File: src/rtl/multicycle_ctrl_pkg.sv
`default_nettype none
// ---------------------------------------------------------------------------
// multicycle_ctrl_pkg : opcode, state and mux-select encodings shared by the
//                       multicycle control FSM and the datapath decoders.
// Rev 1.0
// ---------------------------------------------------------------------------
package multicycle_ctrl_pkg;

  typedef enum logic [2:0] {
    ST_IF  = 3'd0,
    ST_ID  = 3'd1,
    ST_EX  = 3'd2,
    ST_MEM = 3'd3,
    ST_WB  = 3'd4,
    ST_HLT = 3'd5
  } state_e;

  localparam logic [3:0] OPC_R    = 4'b0000;
  localparam logic [3:0] OPC_ADDI = 4'b0001;
  localparam logic [3:0] OPC_LW   = 4'b0010;
  localparam logic [3:0] OPC_SW   = 4'b0011;
  localparam logic [3:0] OPC_BEQ  = 4'b0100;
  localparam logic [3:0] OPC_J    = 4'b0101;
  localparam logic [3:0] OPC_HALT = 4'b1111;

  localparam logic [1:0] SRCB_RT      = 2'b00;
  localparam logic [1:0] SRCB_FOUR    = 2'b01;
  localparam logic [1:0] SRCB_IMM     = 2'b10;
  localparam logic [1:0] SRCB_IMM_SH2 = 2'b11;

  localparam logic [1:0] ALUOP_ADD   = 2'b00;
  localparam logic [1:0] ALUOP_SUB   = 2'b01;
  localparam logic [1:0] ALUOP_FUNCT = 2'b10;

  localparam logic [1:0] PCSRC_ALU    = 2'b00;
  localparam logic [1:0] PCSRC_ALUOUT = 2'b01;
  localparam logic [1:0] PCSRC_JUMP   = 2'b10;

  typedef enum logic [2:0] {
    OPK_R,
    OPK_ADDI,
    OPK_LW,
    OPK_SW,
    OPK_BEQ,
    OPK_J,
    OPK_HALT,
    OPK_ILLEGAL
  } opkind_e;

  // Opcodes are zero-extended to 8 bits so any set high bit reads as illegal.
  function automatic opkind_e classify(input logic [7:0] op);
    opkind_e k;
    k = OPK_ILLEGAL;
    if (op[7:4] == 4'b0000) begin
      case (op[3:0])
        OPC_R:    k = OPK_R;
        OPC_ADDI: k = OPK_ADDI;
        OPC_LW:   k = OPK_LW;
        OPC_SW:   k = OPK_SW;
        OPC_BEQ:  k = OPK_BEQ;
        OPC_J:    k = OPK_J;
        OPC_HALT: k = OPK_HALT;
        default:  k = OPK_ILLEGAL;
      endcase
    end
    return k;
  endfunction

endpackage
`default_nettype wire

File: src/rtl/multicycle_ctrl_out_decode.sv
`default_nettype none
// ---------------------------------------------------------------------------
// ctrl_out_decode : combinational State/Op/Zero/MemRdy -> control outputs,
//                   with every output forced low while Clrn is asserted.
// Rev 1.0
// ---------------------------------------------------------------------------
module ctrl_out_decode
  import multicycle_ctrl_pkg::*;
#(
  parameter int OP_W = 4
) (
  input  logic            Clrn,
  input  state_e          State,
  input  logic [OP_W-1:0] Op,
  input  logic            Zero,
  input  logic            MemRdy,
  output logic            PCWr,
  output logic            IRWr,
  output logic            RegWr,
  output logic            MemRd,
  output logic            MemWr,
  output logic            IorD,
  output logic            ALUSrcA,
  output logic [1:0]      ALUSrcB,
  output logic [1:0]      ALUOp,
  output logic [1:0]      PCSrc,
  output logic            RegDst,
  output logic            MemtoReg,
  output logic            Halted,
  output logic            Illegal
);

  opkind_e w_kind;
  assign w_kind = classify(8'(Op));

  always_comb begin
    PCWr     = 1'b0;
    IRWr     = 1'b0;
    RegWr    = 1'b0;
    MemRd    = 1'b0;
    MemWr    = 1'b0;
    IorD     = 1'b0;
    ALUSrcA  = 1'b0;
    ALUSrcB  = SRCB_RT;
    ALUOp    = ALUOP_ADD;
    PCSrc    = PCSRC_ALU;
    RegDst   = 1'b0;
    MemtoReg = 1'b0;
    Halted   = 1'b0;
    Illegal  = 1'b0;
    if (Clrn) begin
      case (State)
        ST_IF: begin
          MemRd   = 1'b1;
          ALUSrcB = SRCB_FOUR;
          IRWr    = MemRdy;
          PCWr    = MemRdy;
        end
        ST_ID: begin
          // Branch target is precomputed into ALUOut for the following EX.
          ALUSrcB = SRCB_IMM_SH2;
          if (w_kind == OPK_J) begin
            PCWr  = 1'b1;
            PCSrc = PCSRC_JUMP;
          end
          Illegal = (w_kind == OPK_ILLEGAL);
        end
        ST_EX: begin
          ALUSrcA = 1'b1;
          case (w_kind)
            OPK_R: begin
              ALUSrcB = SRCB_RT;
              ALUOp   = ALUOP_FUNCT;
            end
            OPK_ADDI, OPK_LW, OPK_SW: begin
              ALUSrcB = SRCB_IMM;
            end
            OPK_BEQ: begin
              ALUOp = ALUOP_SUB;
              PCSrc = PCSRC_ALUOUT;
              PCWr  = Zero;
            end
            default: ALUSrcA = 1'b0;
          endcase
        end
        ST_MEM: begin
          IorD  = 1'b1;
          MemRd = (w_kind == OPK_LW);
          MemWr = (w_kind == OPK_SW);
        end
        ST_WB: begin
          RegWr    = 1'b1;
          RegDst   = (w_kind == OPK_R);
          MemtoReg = (w_kind == OPK_LW);
        end
        ST_HLT: Halted = 1'b1;
        default: ;
      endcase
    end
  end

endmodule
`default_nettype wire

File: src/rtl/multicycle_ctrl.sv
`default_nettype none
// ---------------------------------------------------------------------------
// multicycle_ctrl : multicycle CPU control FSM; state register and next-state
//                   logic, outputs decoded by ctrl_out_decode.
// Rev 1.0
// ---------------------------------------------------------------------------
module multicycle_ctrl
  import multicycle_ctrl_pkg::*;
#(
  parameter int OP_W = 4,
  parameter int ST_W = 3
) (
  input  logic            Clk,
  input  logic            Clrn,
  input  logic [OP_W-1:0] Op,
  input  logic            Zero,
  input  logic            MemRdy,
  output logic            PCWr,
  output logic            IRWr,
  output logic            RegWr,
  output logic            MemRd,
  output logic            MemWr,
  output logic            IorD,
  output logic            ALUSrcA,
  output logic [1:0]      ALUSrcB,
  output logic [1:0]      ALUOp,
  output logic [1:0]      PCSrc,
  output logic            RegDst,
  output logic            MemtoReg,
  output logic            Halted,
  output logic            Illegal,
  output logic [ST_W-1:0] State
);

  state_e  state_q;
  state_e  state_d;
  opkind_e w_kind;

  assign w_kind = classify(8'(Op));

  always_comb begin
    state_d = ST_IF;
    case (state_q)
      ST_IF:  state_d = MemRdy ? ST_ID : ST_IF;
      ST_ID: begin
        case (w_kind)
          OPK_HALT:           state_d = ST_HLT;
          OPK_J, OPK_ILLEGAL: state_d = ST_IF;
          default:            state_d = ST_EX;
        endcase
      end
      ST_EX: begin
        case (w_kind)
          OPK_R, OPK_ADDI: state_d = ST_WB;
          OPK_LW, OPK_SW:  state_d = ST_MEM;
          default:         state_d = ST_IF;
        endcase
      end
      ST_MEM: begin
        if (!MemRdy)
          state_d = ST_MEM;
        else if (w_kind == OPK_LW)
          state_d = ST_WB;
        else
          state_d = ST_IF;
      end
      ST_WB:  state_d = ST_IF;
      ST_HLT: state_d = ST_HLT;
      // Unreachable codes recover to fetch.
      default: state_d = ST_IF;
    endcase
  end

  always_ff @(posedge Clk or negedge Clrn) begin
    if (!Clrn)
      state_q <= ST_IF;
    else
      state_q <= state_d;
  end

  assign State = ST_W'(state_q);

  ctrl_out_decode #(
    .OP_W (OP_W)
  ) u_out_decode (
    .Clrn     (Clrn),
    .State    (state_q),
    .Op       (Op),
    .Zero     (Zero),
    .MemRdy   (MemRdy),
    .PCWr     (PCWr),
    .IRWr     (IRWr),
    .RegWr    (RegWr),
    .MemRd    (MemRd),
    .MemWr    (MemWr),
    .IorD     (IorD),
    .ALUSrcA  (ALUSrcA),
    .ALUSrcB  (ALUSrcB),
    .ALUOp    (ALUOp),
    .PCSrc    (PCSrc),
    .RegDst   (RegDst),
    .MemtoReg (MemtoReg),
    .Halted   (Halted),
    .Illegal  (Illegal)
  );

endmodule
`default_nettype wire

File: config.mk
export PLATFORM = sky130hd
export DESIGN_NAME = multicycle_ctrl
export DESIGN_NICKNAME = d
export VERILOG_FILES = /design/src/rtl/multicycle_ctrl_pkg.sv /design/src/rtl/multicycle_ctrl_out_decode.sv /design/src/rtl/multicycle_ctrl.sv
export SDC_FILE = /design/constraint.sdc
export NUM_CORES = 1
export LEC_CHECK = 0
export ABC_AREA = 1
export ABC_CLOCK_PERIOD_IN_PS = 1500
export BUFFER_PORTS_ARGS = -buffer_cell sky130_fd_sc_hd__clkbuf_2
export CAP_MARGIN = 20
export CORE_MARGIN = 5
export CORE_UTILIZATION = 35
export DETAILED_ROUTE_END_ITERATION = 10
export PLACE_DENSITY = 0.71
export SETUP_SLACK_MARGIN = 0.3
export SYNTH_ARGS = -nofsm -noshare
export SYNTH_HDL_FRONTEND = slang
export SYNTH_HIERARCHICAL = 1
export SYNTH_SLANG_ARGS = --single-unit
File: constraint.sdc
create_clock -name Clk -period 1.5 [get_ports Clk]
set_input_delay 0.3 -clock Clk [delete_from_list [all_inputs] [get_ports Clk]]
set_output_delay 0.3 -clock Clk [all_outputs]
set_load 0.005 [all_outputs]
* After elaboration in Yosys (flattened, before gate mapping)
Cells that the tools add are included.
** Storage, ports and cells
- Bits in registers :: 3
- Latch bits :: 0
- Memory bits (writable) :: 0
- Memory bits (read-only) :: 0
- Bits of input ports :: 8
- Output and inout bits :: 20
- Logic and storage cells :: 69
- Memories kept :: 0
** Cells by class
- Add/sub/neg operators :: 0
- $mul :: 0
- Div/mod/pow operators :: 0
- $lt $le $gt $ge :: 0
- Eq/ne operators :: 18
- Shifts and indexed selects :: 0
- Muxes and demuxes :: 42
- Bitwise logic cells :: 0
- Reductions and logical operators :: 8
** Operator list (number)
- $mux 1 :: 25
- $pmux 3 s7 :: 1
- $eq 3x3->1 const B :: 6
- $pmux 3 s5 :: 1
- $eq 3x2->1 const B :: 4
- $mux 2 :: 6
- $pmux 3 s2 :: 2
- $eq 4x2->1 const B :: 2
- $eq 4x3->1 const B :: 2
- $pmux 2 s2 :: 2
- $eq 3x1->1 const B :: 2
- $logic_not 3->1 :: 2
- $mux 3 :: 2
- $pmux 2 s3 :: 1
- $reduce_or 2->1 :: 3
- $reduce_or 5->1 :: 1
- $eq 4x1->1 const B :: 1
- $eq 4x4->1 const B :: 1
- $logic_not 4->1 :: 1
- $pmux 1 s3 :: 1
- $reduce_or 3->1 :: 1
- $pmux 1 s2 :: 1

* Longest topological paths before layout
Gate-level depths: netlist of run 1.
- Depth in word-level cells :: 7
- Mapped depth :: 7
- Gate-level depth less buffers :: 7

* By module
Netlist of run 1, hierarchy kept.
** By module, submodules not included
- ctrl_out_decode :: instances 1, cells an instance 55, area an instance 261.5 sq um, seq. area each 0.0 sq um
- multicycle_ctrl :: instances 1, cells an instance 31, area an instance 200.2 sq um, seq. area each 75.1 sq um

* Worst setup path after synthesis of run 1
No wires, ideal clock.
- Kind :: reg2out
- Start :: reg state_q[1] (netlist: State[1])
- End :: out PCSrc[0]
- Arrival time :: 1086 ps
- Required time :: 1200 ps
- Slack :: 114 ps
- Cell stages (with the launch flop) :: 6
- Path buffers :: 1
- Cells stage by stage :: dfrtp_1 > inv_1 > nor3_2 > nand2_1 > nor2_1 > buf_4
** On the way
- Word-level cells in the longest chain between the ends :: 3
- Elaborated cells on any way between the ends :: 4
- Those cells by class :: 2 x eq/ne; 2 x mux
** RTL lines
- from (decl) :: line multicycle_ctrl.sv:35 : state_e state_q;
- from (signal assigned) :: line multicycle_ctrl.sv:78 : state_q <= state_d;
- $eq 3x2->1 or $eq 3x1->1 (tied branches) :: line multicycle_ctrl_out_decode.sv:52 : case (State)
- $pmux 2 s2 * :: line multicycle_ctrl_out_decode.sv:52
- $mux 2 * :: line multicycle_ctrl_out_decode.sv:51 : if (Clrn) begin
- to (decl) :: line multicycle_ctrl.sv:27 : output logic [1:0] PCSrc,
Mark *: on every way between the ends. The rest lies on a longest branch, timed or not.

* Worst setup path after layout of run 1
- Start :: reg state_q[1] (netlist: State[1])
- End :: out ALUOp[0]
** On the way
- Word-level cells in the longest chain between the ends :: 3
** RTL lines
- $eq 3x2->1 :: line multicycle_ctrl_out_decode.sv:52
- $mux 2 :: line multicycle_ctrl_out_decode.sv:52
- $mux 2 :: line multicycle_ctrl_out_decode.sv:51
- to (decl) :: line multicycle_ctrl.sv:26 : output logic [1:0] ALUOp,
No other way between the ends.

==> impl_summary.txt, run 1 <==
----------------------------------------------------
[Status]
  Status ... complete, but fails checks
  Failing checks ... setup timing

[Clock tree]
  TritonCTS sink count ... 3
  Maximum number of buffers from clock root to sink ... 2
  Clock buffers created by TritonCTS ... 3
  Worst skew pair latency ... 0.24 ns
  CTS tree ... yes
  H-Tree Depth ... 1
  Clock transition at path regs ... 0.04 ns
  Clock Root Buffer ... clkbuf_4

[Die]
  Site row count ... 13
  Horizontal extent of the die ... 46.3 µm
  Die area ... 2150 µm²
  Count of boundary I/O pins ... 28
  Die height ... 46.3 µm
  Initial cell density of the core ... 36.4%
  Area of the core region ... 1270 µm²

[Power]
  Static leakage ... 0.000449 µW
  Power density normalized to cell area ... 1070 nW/µm²
  Maximum vdd drop ... 541 µV

[Routing]
  Initial DRT Pass Iterations ... 4
  Routed wire length per instance ... 12.0 µm
  Wirelength, routed ... 1740 µm
  Average via count per standard cell ... 4.75
  Total via count after detailed routing ... 689
  Count of antenna-violating nets left after detailed routing ... 0
  Starting DRT DRC Count ... 17
  Post-route DRC violation count ... 0

[Worst hold path]
  Classification of the worst-slack hold path ... in2reg
  Worst hold path depth ... 3
  Worst hold start ... MemRdy
  Worst hold endpoint ... State[0]

[Synthesis]
  Largest cells by area after synthesis ... dfrtp_1 (16%), nor2_1 (15%), nand2_1 (12%)
  Yosys synthesis warning count ... 6
  Mean instance size in the synthesized netlist ... 5.37 µm²
  Cells after synthesis ... 86
  Summed instance area of the synthesized netlist ... 462 µm²
  Cell taking the most area after synthesis ... dfrtp_1
  Net count after synthesis ... 94
  Portion of the post-synthesis area used by sequential elements ... 16.3%
  Synthesis-stage register bit count ... 3
  Area share of the largest cell type after synthesis ... 16.3%
  Post-synth cell types ... 19

[STA]
  Worst slew pin tran ... 0.239 ns
  Unrepaired setup endpoints after global routing ... yes
  Slew Limit Fails ... 0
  Final clock skew ... 0.00294 ns
  Endpoints failing setup ... 16
  Time the final worst path needs with I/O delays and setup ... 1.62 ns
  Max transition margin ... 83.9%
  Ratio of final minimum period to clock period ... 108%
  Final hold viol count ... 0
  Worst setup slack after layout ... -0.124 ns
  Max Clk Rate ... 0.616 GHz

[Setup path]
  Critical setup path kind ... reg2out
  Kind of cell adding the most delay to the critical path ... simple AND/OR/NAND/NOR gates
  Top fanout value on the critical path ... 4
  Worst path bufs/invs ... 2
  CP endpoint kind ... primary output
  Reg2Reg Depth ... 7
  CP Data Required Time ... 1.20 ns
  Critical Path, Cell by Cell ... inv_2, nor3_2, nand2_1, nor2_2, clkbuf_2
  Launch point of the worst reg-to-reg path ... State[0]
  Crit path largest cell delay ... 0.43 ns
  Arrival time of data at the critical path endpoint ... 1.32 ns
  Startpoint class of the critical path ... flop
  Cell at the slowest stage of the critical path ... dfrtp_2
  Capture point of the worst reg-to-reg path ... State[0]
  Worst setup slack for register-to-register paths ... 0.18 ns

[Layout]
  Final cell count without fillers ... 145
  Footprint of the flip-flops and latches ... 78.8 µm²
  Fraction of final layout cells with drive strength greater than 1 ... 52.3%
  Fillers ... 118
  Area growth syn-to-layout ... 74.8%
  Number of inserted diodes ... 0
  Footprint of the multi-input gates ... 367 µm²
  Max FFs per register ... 3
  Number of nets in the final layout ... 139

[Placed design]
  Placed wire-length estimate ... 1100 µm
  Worst slack at placement ... 0.0687 ns
  Buffers added on ports ... 27
  Placed instance count ... 129
  Weighted congestion at the end of routability-driven global placement ... 0.815

[Global routing]
  Wire length of the first global-routing pass ... 2480 µm
  Total global routing overflow ... 0
  Vias in the first global route ... 606
  Overall track demand over capacity in global routing ... 15.5%
  Antenna violations before repair ... 0
  Pin count of the biggest net entering global routing ... 8

[Flow run]
  Maximum capacitance violations ... 0

----------------------------------------------------
-- power breakdown --
group          switching, µW  internal, µW  total [µW]
sequential              56.8           106         163
clock                   48.1           100         148
combinational            273           282         555
total                    378           488         866
-- area by class of cell --
class                           count  area share (%)
Multi-Input combinational cell     66            45.4
Timing Repair Buffer               41            31.8
Sequential cell                     3            9.77
Inverter                           16            7.44
Clock buffer                        4            3.26
Tap cell                           15            2.33
-- per-layer routing --
metal / track usage [%] / vias up / part of all wire [%]
met2: 28.0 / 22 / 50
met4: 6.82 / 0 / 0.75
met3: 1.95 / 2 / 6.1
li1: - / 360 / -
met1: 17.8 / 305 / 43
met5: 0 / - / 0
-- worst reg2reg max path, stage by stage (launching register included) --
cell and delay (ns):
dfrtp_2 0.47, buf_4 0.16, buf_4 0.12, buf_4 0.13, nand2_2 0.07, nor3_1 0.04
nor2_1 0.12, nand3_1 0.08
-- Yosys cell counts --
cell type	number
nand2_2	1
nand2_1	15
inv_2	3
nor3_1	6
nand3_2	1
nand3b_1	1
nor2_1	19
nor2_4	1
nor4_2	1
inv_1	13
nor3_2	1
dfrtp_1	3
o21ai_0	2
nand4_1	1
a21oi_1	3
nor2_2	2
o21ai_1	1
buf_4	1
nand3_1	11
-- cells by family after synthesis --
| kind of cell | share of synthesized area (%) |
|---|---|
| buffers and inverters | 14.6 |
| AOI/OAI and AO/OA | 6.50 |
| DFF | 16.3 |
| and+or+nand+nor | 62.6 |
-- stage by stage --
step                instance area [µm²]  TNS [ns]  hold WS, ns  power, µW  util (%)
floorplan                           472         0      0.00441        343         -
global placement                    633         0        0.218        466      49.9
detailed placement                  633         0        0.219        469      49.9
CTS                                 746    -0.487        0.377        726      58.8
global route                        807     -2.24        0.417        936      63.6
finish                              807     -1.12        0.402        866      63.6
-- layout by cell type (no fill, tap or decap) --
master,synthesis,routed
nand2_1,15,13
clkbuf_2,0,17
nor3_1,6,5
dfrtp_2,0,3
nor4_2,1,1
nand3_2,1,4
nand4_1,1,1
buf_4,1,11
nand2_4,0,1
buf_2,0,9
nand3_1,11,8
o21ai_0,2,2
dlygate4sd3_1,0,1
nand3b_1,1,1
clkbuf_4,0,3
nor2_1,19,16
nor3_2,1,2
inv_1,13,10
clkbuf_1,0,1
nor2_4,1,3
nor2_2,2,3
buf_6,0,3
nand2_2,1,2
a21oi_1,3,3
inv_2,3,6
o21ai_1,1,1
-- worst max path at each step --
stage,start,to,slack (ns),cells after the start
floorplan,State[2],PCSrc[0],0.20,4
global placement,Op[1],PCWr,0.08,7
detailed placement,Op[1],PCWr,0.07,7
CTS,State[2],PCWr,-0.07,6
global route,State[1],PCWr,-0.21,8
finish,State[1],ALUOp[0],-0.12,5
-- what timing repair did --
action	CTS	global route
endpoints found under the setup margin	17	22
endpoints found under the hold margin	3	0
pin swaps	4	6
setup buffers	8	3
resized for setup	5	20
hold buffers	1	0
No activity file was read; power rests on OpenSTA's default activity.
==> inputs of run 2 (changes only) <==
Settings changed: SKIP_CTS_REPAIR_TIMING from default to 1.
==> impl_summary.txt, run 2 (synthesized netlist as in run 1, its figures left out) <==
----------------------------------------------------
[Status]
  Status ... complete, but fails checks
  Failing checks ... setup timing

[Placed design]
  Placed wire-length estimate ... 1100 µm (unchanged)
  Placed instance count ... 129 (unchanged)
  Buffers added on ports ... 27 (unchanged)
  Weighted congestion at the end of routability-driven global placement ... 0.815 (unchanged)

[Routing]
  Total via count after detailed routing ... 629 (-8.7%)
  Initial DRT Pass Iterations ... 4 (unchanged)
  Starting DRT DRC Count ... 24 (+7)
  Count of antenna-violating nets left after detailed routing ... 0 (unchanged)
  Average via count per standard cell ... 4.59 (-3.4%)
  Wirelength, routed ... 1340 µm (-23%)
  Post-route DRC violation count ... 0 (unchanged)
  Routed wire length per instance ... 9.79 µm (-18%)

[STA]
  Setup TNS Final ... -0.973 ns (+0.149 ns)
  Worst setup slack after layout ... -0.134 ns (-0.0105 ns)
  Slew Limit Fails ... 0 (unchanged)
  Endpoints failing setup ... 12 (-4)
  Max transition margin ... 84.0% (about the same)
  Time the final worst path needs with I/O delays and setup ... 1.63 ns (+0.0105 ns)
  Final hold viol count ... 0 (unchanged)
  Final clock skew ... 0.00294 ns (-0.00000249 ns)
  Worst slew pin tran ... 0.238 ns (-0.000986 ns)
  Unrepaired setup endpoints after global routing ... yes
  Max Clk Rate ... 0.612 GHz (-0.64%)
  Ratio of final minimum period to clock period ... 109% (+0.70 points)

[Global routing]
  Pin count of the biggest net entering global routing ... 13 (+5)
  Wire length of the first global-routing pass ... 2100 µm (-15%)
  Vias in the first global route ... 510 (-16%)
  Overall track demand over capacity in global routing ... 13.1% (-2.4 points)
  Total global routing overflow ... 0 (unchanged)
  Antenna violations before repair ... 0 (unchanged)

[Flow run]
  Maximum capacitance violations ... 0 (unchanged)

[Power]
  Maximum vdd drop ... 328 µV (-39%)
  Static leakage ... 0.000394 µW (-12%)
  Power density normalized to cell area ... 939 nW/µm² (-12%)

[Clock tree]
  Clock buffers created by TritonCTS ... 3 (unchanged)
  Maximum number of buffers from clock root to sink ... 2 (unchanged)
  TritonCTS sink count ... 3 (unchanged)
  Worst skew pair latency ... 0.23 ns (about the same)
  Clock transition at path regs ... 0.04 ns (about the same)
  CTS tree ... yes
  H-Tree Depth ... 1 (unchanged)
  Clock Root Buffer ... clkbuf_4

[Layout]
  Commonest cells after routing, fill and taps aside ... clkbuf_2 (22), nor2_1 (16), nand2_1 (13)
  Number of nets in the final layout ... 131 (-5.8%)
  Fraction of final layout cells with drive strength greater than 1 ... 45.9% (-6.4 points)
  Most common cell after layout, fill and taps aside ... clkbuf_2
  Max FFs per register ... 3 (unchanged)
  Area growth syn-to-layout ... 54.7%
  Final cell count without fillers ... 137 (-5.5%)
  Number of inserted diodes ... 0 (unchanged)

[Worst hold path]
  Worst hold start ... MemRdy
  Classification of the worst-slack hold path ... in2reg

[Die]
  Die area ... 2150 µm² (unchanged)
  Initial cell density of the core ... 36.4% (unchanged)
  Horizontal extent of the die ... 46.3 µm (unchanged)
  Area of the core region ... 1270 µm² (unchanged)
  Die height ... 46.3 µm (unchanged)
  Count of boundary I/O pins ... 28 (unchanged)
  Site row count ... 13 (unchanged)

[Setup path]
  Arrival time of data at the critical path endpoint ... 1.33 ns (about the same)
  Startpoint class of the critical path ... flop
  CP endpoint kind ... primary output
  CP Data Required Time ... 1.20 ns (about the same)
  Critical setup path kind ... reg2out
  Top fanout value on the critical path ... 9 (+5)
  Launch point of the worst reg-to-reg path ... State[2]
  Worst setup path startpoint ... State[2]

----------------------------------------------------
-- run 2: critical path, cell delays in order (launching register included) --
cell and delay, ns:
dfrtp_2 0.48, nor2_2 0.15, nand3_1 0.15, nor4_2 0.16
clkbuf_2 0.15
-- run 2: path summary, 6_finish.rpt --
path,endpoint,depth (start not counted),slack (ns)
setup / recovery,MemWr,4,-0.13
hold / removal,State[0],3,0.38
setup reg to reg,State[0],6,0.38
hold reg to reg,State[0],3,0.73
max in group asynchronous,State[1],3,0.78
min in group asynchronous,State[2],3,0.56
-- run 2: area by class of cell --
cell class	count	area (µm²)
multi-input combinational	66	348
tap	15	18.8
timing repair buffer	33	183
inverter	16	60.1
fill	131	554
clock buffer	4	26.3
sequential	3	78.8
-- run 2: metrics by stage --
step | hold WS (ns) | setup slack [ns] | instance area [µm²] | total power [µW] | utilization (%)
6_report | 0.383 | -0.134 | 714 | 671 | 56.3
3_5_place_dp | 0.219 | 0.0687 | 633 | 469 | 49.9
2_1_floorplan | 0.00441 | 0.203 | 472 | 343 | -
3_3_place_gp | 0.218 | 0.0829 | 633 | 466 | 49.9
4_1_cts | -0.0285 | -0.154 | 659 | 617 | 52.0
5_1_grt | 0.399 | -0.231 | 714 | 743 | 56.3
-- run 2: routing by layer --
layer / track usage (%) / share of wire (%)
met5: 0 / 0
met4: 5.11 / 0
met3: 1.56 / 7.5
met2: 22.0 / 46
met1: 16.9 / 46
-- run 2: where the power goes --
| group | total [µW] | switching [µW] | internal [µW] | leakage (µW) |
|---|---|---|---|---|
| logic | 367 | 204 | 163 | 0.000343 |
| registers | 162 | 55.7 | 106 | 0.0000355 |
| clock network | 143 | 42.7 | 99.8 | 0.0000150 |
